## config.mk

```make
export PLATFORM = sky130hd
export DESIGN_NAME = glitch_sweep_core_flat
export DESIGN_NICKNAME = d
export VERILOG_FILES = /design/src/rtl/glitch_sweep_core_if.sv /design/src/rtl/glitch_sweep_core.sv /design/src/flat_wrapper.sv
export SDC_FILE = /design/constraint.sdc
export NUM_CORES = 1
export LEC_CHECK = 0
export CORE_ASPECT_RATIO = 1.5
export CORE_MARGIN = 5
export CORE_UTILIZATION = 50
export DETAILED_ROUTE_END_ITERATION = 10
export GPL_ROUTABILITY_DRIVEN = 0
export HOLD_SLACK_MARGIN = 0.12
export PLACE_DENSITY = 0.75
export SYNTH_ARGS = -nofsm -noshare
export SYNTH_HDL_FRONTEND = slang
export SYNTH_SLANG_ARGS = --single-unit
```

## constraint.sdc

```tcl
create_clock -name clk -period 5.17 [get_ports clk]
set_input_delay 0.517 -clock clk [delete_from_list [all_inputs] [get_ports clk]]
set_output_delay 0.517 -clock clk [all_outputs]
set_load 0.01 [all_outputs]
```

## src/rtl/glitch_sweep_core_if.sv

```systemverilog
// Signal bundle between the glitch-rig control core and the surrounding rig
// blocks (target pins, trigger-delay, glitch and target reset/power control).
`timescale 1ns/1ps
interface glitch_sweep_core_if;
    logic        target_ready;
    logic        target_success;
    logic        clean_target_clock;
    logic        trigger;
    logic        success;
    logic [31:0] delay;
    logic        set_delay;
    logic        trigger_arm;
    logic        success_arm;
    logic        target_soft_reset;
    logic        target_hard_reset;
    logic        done;

    // Core side: samples the target pins, drives everything else.
    modport master (
        input  target_ready,
        input  target_success,
        output clean_target_clock,
        output trigger,
        output success,
        output delay,
        output set_delay,
        output trigger_arm,
        output success_arm,
        output target_soft_reset,
        output target_hard_reset,
        output done
    );

    // Rig side: drives the target pins, consumes the core outputs.
    modport slave (
        output target_ready,
        output target_success,
        input  clean_target_clock,
        input  trigger,
        input  success,
        input  delay,
        input  set_delay,
        input  trigger_arm,
        input  success_arm,
        input  target_soft_reset,
        input  target_hard_reset,
        input  done
    );
endinterface

```

## src/rtl/glitch_sweep_core.sv

```systemverilog
// Clock-glitch rig control core: clk/2 target clock, two armed edge
// detectors on the target READY/SUCCESS pins, and the delay sweep FSM.
`timescale 1ns/1ps

// Armed rising-edge detector producing one fixed-length pulse per arm interval.
module glitch_edge_detect #(
    parameter int unsigned TRIG_CYCLES = 2
) (
    input  logic clk,
    input  logic rst,
    input  logic sig,
    input  logic arm,
    output logic pulse
);
    localparam int CW = $clog2(TRIG_CYCLES + 1);

    logic          sync1;
    logic          sync2;
    logic          prev;
    logic          spent;
    logic [CW-1:0] count;
    logic          rise;

    assign rise  = sync2 & ~prev;
    assign pulse = (count != '0);

    // Synchronise the pin, find the rising edge and stretch it into a pulse.
    always_ff @(posedge clk or posedge rst) begin
        if (rst) begin
            sync1 <= 1'b0;
            sync2 <= 1'b0;
            prev  <= 1'b0;
            spent <= 1'b0;
            count <= '0;
        end else begin
            sync1 <= sig;
            sync2 <= sync1;
            prev  <= sync2;
            if (!arm) begin
                spent <= 1'b0;
            end else if (rise) begin
                spent <= 1'b1;
            end
            if (arm && rise && !spent) begin
                count <= CW'(TRIG_CYCLES);
            end else if (count != '0) begin
                count <= count - CW'(1);
            end
        end
    end
endmodule

module glitch_sweep_core #(
    parameter int unsigned TRIG_CYCLES    = 2,
    parameter int unsigned DELAY_START    = 0,
    parameter int unsigned DELAY_STEP     = 1,
    parameter int unsigned DELAY_MAX      = 1000,
    parameter int unsigned RESET_WAIT     = 320000,
    parameter int unsigned ARM_TIMEOUT    = 3200000,
    parameter int unsigned SUCCESS_WINDOW = 320000
) (
    input  logic                 clk,
    input  logic                 rst,
    glitch_sweep_core_if.master  bus
);
    // IDLE only exists so that the soft reset pulse lands on the first edge after rst.
    typedef enum logic [2:0] {
        ST_IDLE,
        ST_RESET,
        ST_HRESET,
        ST_WAIT_RST,
        ST_LOAD,
        ST_ARM,
        ST_WINDOW,
        ST_DONE
    } state_t;

    state_t      state;
    logic [31:0] timer;
    logic [31:0] delay_q;
    logic        divider;
    logic        trigger_arm_q;
    logic        success_arm_q;
    logic        set_delay_q;
    logic        soft_reset_q;
    logic        hard_reset_q;
    logic        done_q;
    logic        trig_pulse;
    logic        succ_pulse;
    logic [32:0] delay_sum;
    logic [31:0] delay_next;

    // The sum is one bit wider so a step past 2^32-1 wraps to DELAY_START.
    assign delay_sum  = 33'(delay_q) + 33'(DELAY_STEP);
    assign delay_next = (delay_sum > 33'(DELAY_MAX)) ? DELAY_START : delay_sum[31:0];

    glitch_edge_detect #(.TRIG_CYCLES(TRIG_CYCLES)) u_ready_det (
        .clk   (clk),
        .rst   (rst),
        .sig   (bus.target_ready),
        .arm   (trigger_arm_q),
        .pulse (trig_pulse)
    );

    glitch_edge_detect #(.TRIG_CYCLES(TRIG_CYCLES)) u_success_det (
        .clk   (clk),
        .rst   (rst),
        .sig   (bus.target_success),
        .arm   (success_arm_q),
        .pulse (succ_pulse)
    );

    // Divide clk by two for the target's clean clock.
    always_ff @(posedge clk or posedge rst) begin
        if (rst) begin
            divider <= 1'b0;
        end else begin
            divider <= ~divider;
        end
    end

    // Sweep controller: reset target, program delay, arm, wait, step.
    always_ff @(posedge clk or posedge rst) begin
        if (rst) begin
            state         <= ST_IDLE;
            timer         <= '0;
            delay_q       <= DELAY_START;
            trigger_arm_q <= 1'b0;
            success_arm_q <= 1'b0;
            set_delay_q   <= 1'b0;
            soft_reset_q  <= 1'b0;
            hard_reset_q  <= 1'b0;
            done_q        <= 1'b0;
        end else begin
            set_delay_q  <= 1'b0;
            soft_reset_q <= 1'b0;
            hard_reset_q <= 1'b0;
            case (state)
                ST_IDLE: begin
                    state        <= ST_RESET;
                    soft_reset_q <= 1'b1;
                end
                ST_RESET, ST_HRESET: begin
                    timer <= RESET_WAIT;
                    state <= ST_WAIT_RST;
                end
                ST_WAIT_RST: begin
                    if (timer == '0) begin
                        state       <= ST_LOAD;
                        set_delay_q <= 1'b1;
                    end else begin
                        timer <= timer - 32'd1;
                    end
                end
                ST_LOAD: begin
                    state         <= ST_ARM;
                    timer         <= ARM_TIMEOUT;
                    trigger_arm_q <= 1'b1;
                end
                ST_ARM: begin
                    if (trig_pulse) begin
                        state         <= ST_WINDOW;
                        timer         <= SUCCESS_WINDOW;
                        trigger_arm_q <= 1'b0;
                        success_arm_q <= 1'b1;
                    end else if (timer == '0) begin
                        state         <= ST_HRESET;
                        hard_reset_q  <= 1'b1;
                        trigger_arm_q <= 1'b0;
                    end else begin
                        timer <= timer - 32'd1;
                    end
                end
                ST_WINDOW: begin
                    if (succ_pulse) begin
                        state         <= ST_DONE;
                        done_q        <= 1'b1;
                        success_arm_q <= 1'b0;
                    end else if (timer == '0) begin
                        state         <= ST_RESET;
                        soft_reset_q  <= 1'b1;
                        success_arm_q <= 1'b0;
                        delay_q       <= delay_next;
                    end else begin
                        timer <= timer - 32'd1;
                    end
                end
                ST_DONE: begin
                    state <= ST_DONE;
                end
                default: begin
                    state <= ST_IDLE;
                end
            endcase
        end
    end

    assign bus.clean_target_clock = divider;
    assign bus.trigger            = trig_pulse;
    assign bus.success            = succ_pulse;
    assign bus.delay              = delay_q;
    assign bus.set_delay          = set_delay_q;
    assign bus.trigger_arm        = trigger_arm_q;
    assign bus.success_arm        = success_arm_q;
    assign bus.target_soft_reset  = soft_reset_q;
    assign bus.target_hard_reset  = hard_reset_q;
    assign bus.done               = done_q;
endmodule

```

## src/flat_wrapper.sv

```systemverilog
// flat-port wrapper written by rule: the top's interface ports become plain ports
module glitch_sweep_core_flat 
#(
    parameter int unsigned TRIG_CYCLES    = 2,
    parameter int unsigned DELAY_START    = 0,
    parameter int unsigned DELAY_STEP     = 1,
    parameter int unsigned DELAY_MAX      = 1000,
    parameter int unsigned RESET_WAIT     = 320000,
    parameter int unsigned ARM_TIMEOUT    = 3200000,
    parameter int unsigned SUCCESS_WINDOW = 320000
)
  (clk, rst, bus_target_ready, bus_target_success, bus_clean_target_clock, bus_trigger, bus_success, bus_delay, bus_set_delay, bus_trigger_arm, bus_success_arm, bus_target_soft_reset, bus_target_hard_reset, bus_done);
  glitch_sweep_core_if bus_i ();
  input  logic clk;
  input  logic rst;
  input wire logic [$bits(bus_i.target_ready)-1:0] bus_target_ready;
  input wire logic [$bits(bus_i.target_success)-1:0] bus_target_success;
  output wire logic [$bits(bus_i.clean_target_clock)-1:0] bus_clean_target_clock;
  output wire logic [$bits(bus_i.trigger)-1:0] bus_trigger;
  output wire logic [$bits(bus_i.success)-1:0] bus_success;
  output wire logic [$bits(bus_i.delay)-1:0] bus_delay;
  output wire logic [$bits(bus_i.set_delay)-1:0] bus_set_delay;
  output wire logic [$bits(bus_i.trigger_arm)-1:0] bus_trigger_arm;
  output wire logic [$bits(bus_i.success_arm)-1:0] bus_success_arm;
  output wire logic [$bits(bus_i.target_soft_reset)-1:0] bus_target_soft_reset;
  output wire logic [$bits(bus_i.target_hard_reset)-1:0] bus_target_hard_reset;
  output wire logic [$bits(bus_i.done)-1:0] bus_done;
  assign bus_i.target_ready = bus_target_ready;
  assign bus_i.target_success = bus_target_success;
  assign bus_clean_target_clock = bus_i.clean_target_clock;
  assign bus_trigger = bus_i.trigger;
  assign bus_success = bus_i.success;
  assign bus_delay = bus_i.delay;
  assign bus_set_delay = bus_i.set_delay;
  assign bus_trigger_arm = bus_i.trigger_arm;
  assign bus_success_arm = bus_i.success_arm;
  assign bus_target_soft_reset = bus_i.target_soft_reset;
  assign bus_target_hard_reset = bus_i.target_hard_reset;
  assign bus_done = bus_i.done;
  glitch_sweep_core #(.TRIG_CYCLES(TRIG_CYCLES), .DELAY_START(DELAY_START), .DELAY_STEP(DELAY_STEP), .DELAY_MAX(DELAY_MAX), .RESET_WAIT(RESET_WAIT), .ARM_TIMEOUT(ARM_TIMEOUT), .SUCCESS_WINDOW(SUCCESS_WINDOW)) u_core (.clk(clk), .rst(rst), .bus(bus_i));
endmodule
```

==> metrics.txt <==
# TYPE chip_impl_metric gauge
chip_impl_info{name="critical_path.cell_chain",value="ha_1 -> nand3_4 -> nor4_4 -> a31oi_1 -> or4_4 -> nor4_4 -> nand2_2 -> o31ai_2"} 1
chip_impl_metric{name="hold_path_depth",unit=""} 0
chip_impl_metric{name="count_of_vias_placed_by_the_detailed_router",unit=""} 4180
chip_impl_metric{name="arrival",unit="ps"} 3380
chip_impl_metric{name="cp_num_buf_inv",unit=""} 0
chip_impl_metric{name="die_height",unit="um"} 130
chip_impl_metric{name="route.detailed.drc",unit=""} 0
chip_impl_metric{name="yosys_cell_types",unit=""} 67
chip_impl_metric{name="worst_skew_pair.late_latency",unit="ps"} 350
chip_impl_metric{name="final.period_utilization",unit=""} 0.604
chip_impl_metric{name="synth-edff-count",unit=""} 0
chip_impl_info{name="status",value="completed"} 1
chip_impl_metric{name="coreArea",unit="sq mm"} 0.00931
chip_impl_metric{name="grt_first_pass_wirelength",unit="um"} 19900
chip_impl_metric{name="final-hold-violation-count",unit=""} 0
chip_impl_metric{name="final-setup-viol-count",unit=""} 0
chip_impl_metric{name="fin_skew",unit="ps"} 9.79
chip_impl_metric{name="route.detailed.vias_per_inst",unit=""} 6.19
chip_impl_info{name="grt_setup_unrepaired",value="false"} 1
chip_impl_metric{name="crit_path_max_incr_delay",unit="ps"} 530
chip_impl_metric{name="ys_async_sr_fraction",unit=""} 1.00
chip_impl_metric{name="routedWlPerCell",unit="um"} 17.0
chip_impl_metric{name="synthToLayoutAreaGrowth",unit="%"} 17.1
chip_impl_metric{name="yosys_register_bits",unit=""} 86
chip_impl_metric{name="timing.final.ws_setup",unit="ps"} 2050
chip_impl_metric{name="nNetsFinal",unit=""} 567
chip_impl_info{name="critPathKind",value="flip-flop to flip-flop"} 1
chip_impl_metric{name="grt-ovfl-total",unit=""} 0
chip_impl_metric{name="power_density",unit="mW/mm^2"} 239
chip_impl_info{name="synth_largest_area_cell",value="dfrtp_1"} 1
chip_impl_metric{name="synthesis.area",unit="sq mm"} 0.00478
chip_impl_metric{name="synth_top_area_share",unit=""} 0.450
chip_impl_info{name="root_buffer",value="clkbuf_16"} 1
chip_impl_metric{name="synth_area_per_cell",unit="sq um"} 9.16
chip_impl_metric{name="postCtsSetupBuffers",unit=""} 0
chip_impl_metric{name="cts_hold_buf",unit=""} 0
chip_impl_metric{name="antenna_cells",unit=""} 0
chip_impl_metric{name="worst_pin_slew",unit="ps"} 785
chip_impl_metric{name="grt_start_max_net_pins",unit=""} 46
chip_impl_metric{name="report.final.slew_viol_count",unit=""} 0
chip_impl_metric{name="post_dp_cell_area",unit="sq mm"} 0.00530
chip_impl_metric{name="worst_path_maximum_fanout",unit=""} 8
chip_impl_info{name="mostFrequentLayoutCell",value="dfrtp_1"} 1
chip_impl_metric{name="post-route-min-period",unit="ps"} 3120
chip_impl_metric{name="rows",unit=""} 43
chip_impl_info{name="synth_top_family_by_area",value="simple AND/OR/NAND/NOR gates"} 1
chip_impl_metric{name="final_layout_size_suffix_gt1_frac",unit=""} 0.0906
chip_impl_metric{name="vdd_ir_drop_max",unit="mV"} 0.183
chip_impl_metric{name="io_buffer_count",unit=""} 44
chip_impl_info{name="hold_path.class",value="flip-flop to flip-flop"} 1
chip_impl_info{name="cts_tree",value="done"} 1
chip_impl_metric{name="drt_first_pass_iters",unit=""} 7
chip_impl_metric{name="cts_resized",unit=""} 0
chip_impl_metric{name="chipWidth",unit="um"} 89.9
chip_impl_metric{name="place.detailed.hpwl",unit="um"} 8040
chip_impl_metric{name="initial_core_util",unit=""} 0.514
chip_impl_metric{name="fin_area",unit="sq mm"} 0.00560
chip_impl_metric{name="cts.sink_count",unit=""} 86
chip_impl_metric{name="grtUsageTotal",unit=""} 0.203
chip_impl_metric{name="synth_simple_gate_area_share",unit=""} 0.303
chip_impl_info{name="crit_path_start_kind",value="flip-flop"} 1
chip_impl_metric{name="critical_path_required",unit="ps"} 5430
chip_impl_info{name="cp_top_family",value="simple AND/OR/NAND/NOR gates"} 1
chip_impl_info{name="crit_path_frequent_cell",value="nor4_4"} 1
chip_impl_info{name="crit_path_top_delay_cell",value="or4_4"} 1
chip_impl_metric{name="cts_max_level",unit=""} 3
chip_impl_metric{name="max-cap-violations",unit=""} 0
chip_impl_metric{name="synth.yosys.seq_area_share",unit=""} 0.450
chip_impl_info{name="dominantRegCellSynth",value="dfrtp_1"} 1
chip_impl_metric{name="synth_fp_nets",unit=""} 531
chip_impl_metric{name="drt-initial-drc-count",unit=""} 222
chip_impl_metric{name="antenna_found_initial",unit=""} 0
chip_impl_metric{name="detail-route-antenna-nets",unit=""} 0
chip_impl_info{name="commonest_non_fill_non_tap_cells_in_the_layout",value="dfrtp_1, nand2_1, o21ai_0"} 1
chip_impl_metric{name="yosys_warnings",unit=""} 0
chip_impl_metric{name="numCtsBuffers",unit=""} 9
chip_impl_metric{name="clkTransAtPathRegs",unit="ps"} 70
chip_impl_metric{name="static-leakage-power",unit="nW"} 2.36
chip_impl_metric{name="postRouteWirelength",unit="um"} 11500
chip_impl_metric{name="mux_share_of_post_synthesis_cell_area",unit=""} 0.0113
chip_impl_metric{name="ff2ff_path_depth",unit=""} 8
chip_impl_metric{name="achievable-frequency",unit="GHz"} 0.320
chip_impl_metric{name="number_of_global_route_vias_before_repair",unit=""} 4218
chip_impl_metric{name="overall_die_area",unit="sq mm"} 0.0117
chip_impl_metric{name="worst_slew_margin_rel",unit=""} 0.473
chip_impl_info{name="endpoint_kind",value="flip-flop"} 1
chip_impl_metric{name="timing.critical_path.depth",unit=""} 8
chip_impl_metric{name="number_of_buffers_between_clock_root_and_the_deepest_sink",unit=""} 2
chip_impl_metric{name="setup-tns-final",unit="ps"} 0
chip_impl_metric{name="fraction_of_the_mapped_netlist_area_in_compound_gates",unit=""} 0.171
chip_impl_metric{name="xor_xnor_share_of_the_synthesized_area",unit=""} 0.0201
chip_impl_info{name="netlist_top_cells_area",value="dfrtp_1, nand2_1, o21ai_0"} 1
chip_impl_metric{name="synth_fa_ha_area_frac",unit=""} 0.0131
chip_impl_metric{name="dp_slack",unit="ps"} 2100
chip_impl_metric{name="instance_count_of_the_mapped_netlist",unit=""} 522
chip_impl_metric{name="ioPinCount",unit=""} 45
[through the flow]
step | total power, mW | hold WS (ps) | util | std cells
2_1_floorplan | 0.699 | 331 | - | 522
3_3_place_gp | 0.705 | 337 | 0.569 | 659
3_5_place_dp | 0.706 | 341 | 0.569 | 659
4_1_cts | 1.35 | 355 | 0.601 | 675
5_1_grt | 1.39 | 357 | 0.601 | 675
6_report | 1.34 | 350 | 0.601 | 675
[sequential cells by signal, summed over array words and instances (netlist names), 2 cells and up]
name and flops:
u_core.bus.delay 32, u_core.u_success_det.count 2, u_core.state 3, u_core.u_ready_det.count 2, u_core.timer 32
[power by group]
| part | internal (mW) | leakage, nW | total (mW) | switching [mW] |
|---|---|---|---|---|
| combinational | 0.00294 | 1.09 | 0.0161 | 0.0132 |
| sequential | 0.675 | 1.13 | 0.676 | 0.000762 |
| clock | 0.387 | 0.142 | 0.648 | 0.261 |
[worst reg2reg max path: stages (launching register included)]
cell and delay [ps]:
dfrtp_1 480, ha_1 350, nand3_4 170, nor4_4 510, a31oi_1 190, or4_4 530
nor4_4 360, nand2_2 210, o31ai_2 220
[cells by family (layout without fill, tap and decap cells)]
group,after synthesis,count (layout)
simple gates,250,250
xor+xnor,11,11
flops,86,86
fa+ha+maj,5,5
mux,5,5
buf+inv,38,79
compound gates,127,127
[metal layers]
metal | vias to the layer above | GRT usage | part of all wire
li1 | 1977 | - | -
met1 | 2046 | 0.236 | 0.41
met2 | 138 | 0.363 | 0.53
met3 | 19 | 0.0415 | 0.049
met4 | 0 | 0.0894 | 0.019
met5 | - | 0 | 0
[final cells by class]
class / count / area, sq um
tap: 112 / 140
clock inverter: 5 / 58.8
sequential: 86 / 2150
multi-input combinational: 398 / 2480
timing repair buffer: 48 / 470
fill: 801 / 3710
inverter: 15 / 57.6
clock buffer: 11 / 243
[cell usage after synthesis (4+ instances only)]
| cell | number |
|---|---|
| a21o_1 | 4 |
| a21oi_1 | 21 |
| a22o_1 | 5 |
| a31oi_1 | 12 |
| and2b_1 | 4 |
| and3_1 | 7 |
| and4_1 | 9 |
| buf_2 | 5 |
| clkbuf_1 | 16 |
| dfrtp_1 | 86 |
| ha_1 | 5 |
| inv_1 | 15 |
| nand2_1 | 61 |
| nand2b_1 | 4 |
| nand3_1 | 18 |
| nand4_1 | 10 |
| nor2_1 | 30 |
| nor2b_1 | 25 |
| nor3_1 | 33 |
| nor3b_1 | 4 |
| nor4_1 | 5 |
| nor4_4 | 4 |
| o211ai_1 | 4 |
| o21ai_0 | 45 |
| o21ai_1 | 6 |
| or2_2 | 4 |
| or3_1 | 4 |
| xnor2_1 | 6 |
| xor2_1 | 5 |
[worst paths after layout]
path | from | endpoint | slack, ps
worst max-delay path | u_core.bus.delay[0] | u_core.bus.delay[0] | 2050
worst min-delay path | u_core.u_success_det.sync1 | u_core.u_success_det.sync2 | 350
worst max register to register | u_core.bus.delay[0] | u_core.bus.delay[0] | 2050
worst min register to register | u_core.u_success_det.sync1 | u_core.u_success_det.sync2 | 350
max in group asynchronous | rst | u_core.timer[3] | 3560
min in group asynchronous | rst | u_core.bus.delay[3] | 580
Note: power is estimated with default switching activity, not from simulation.
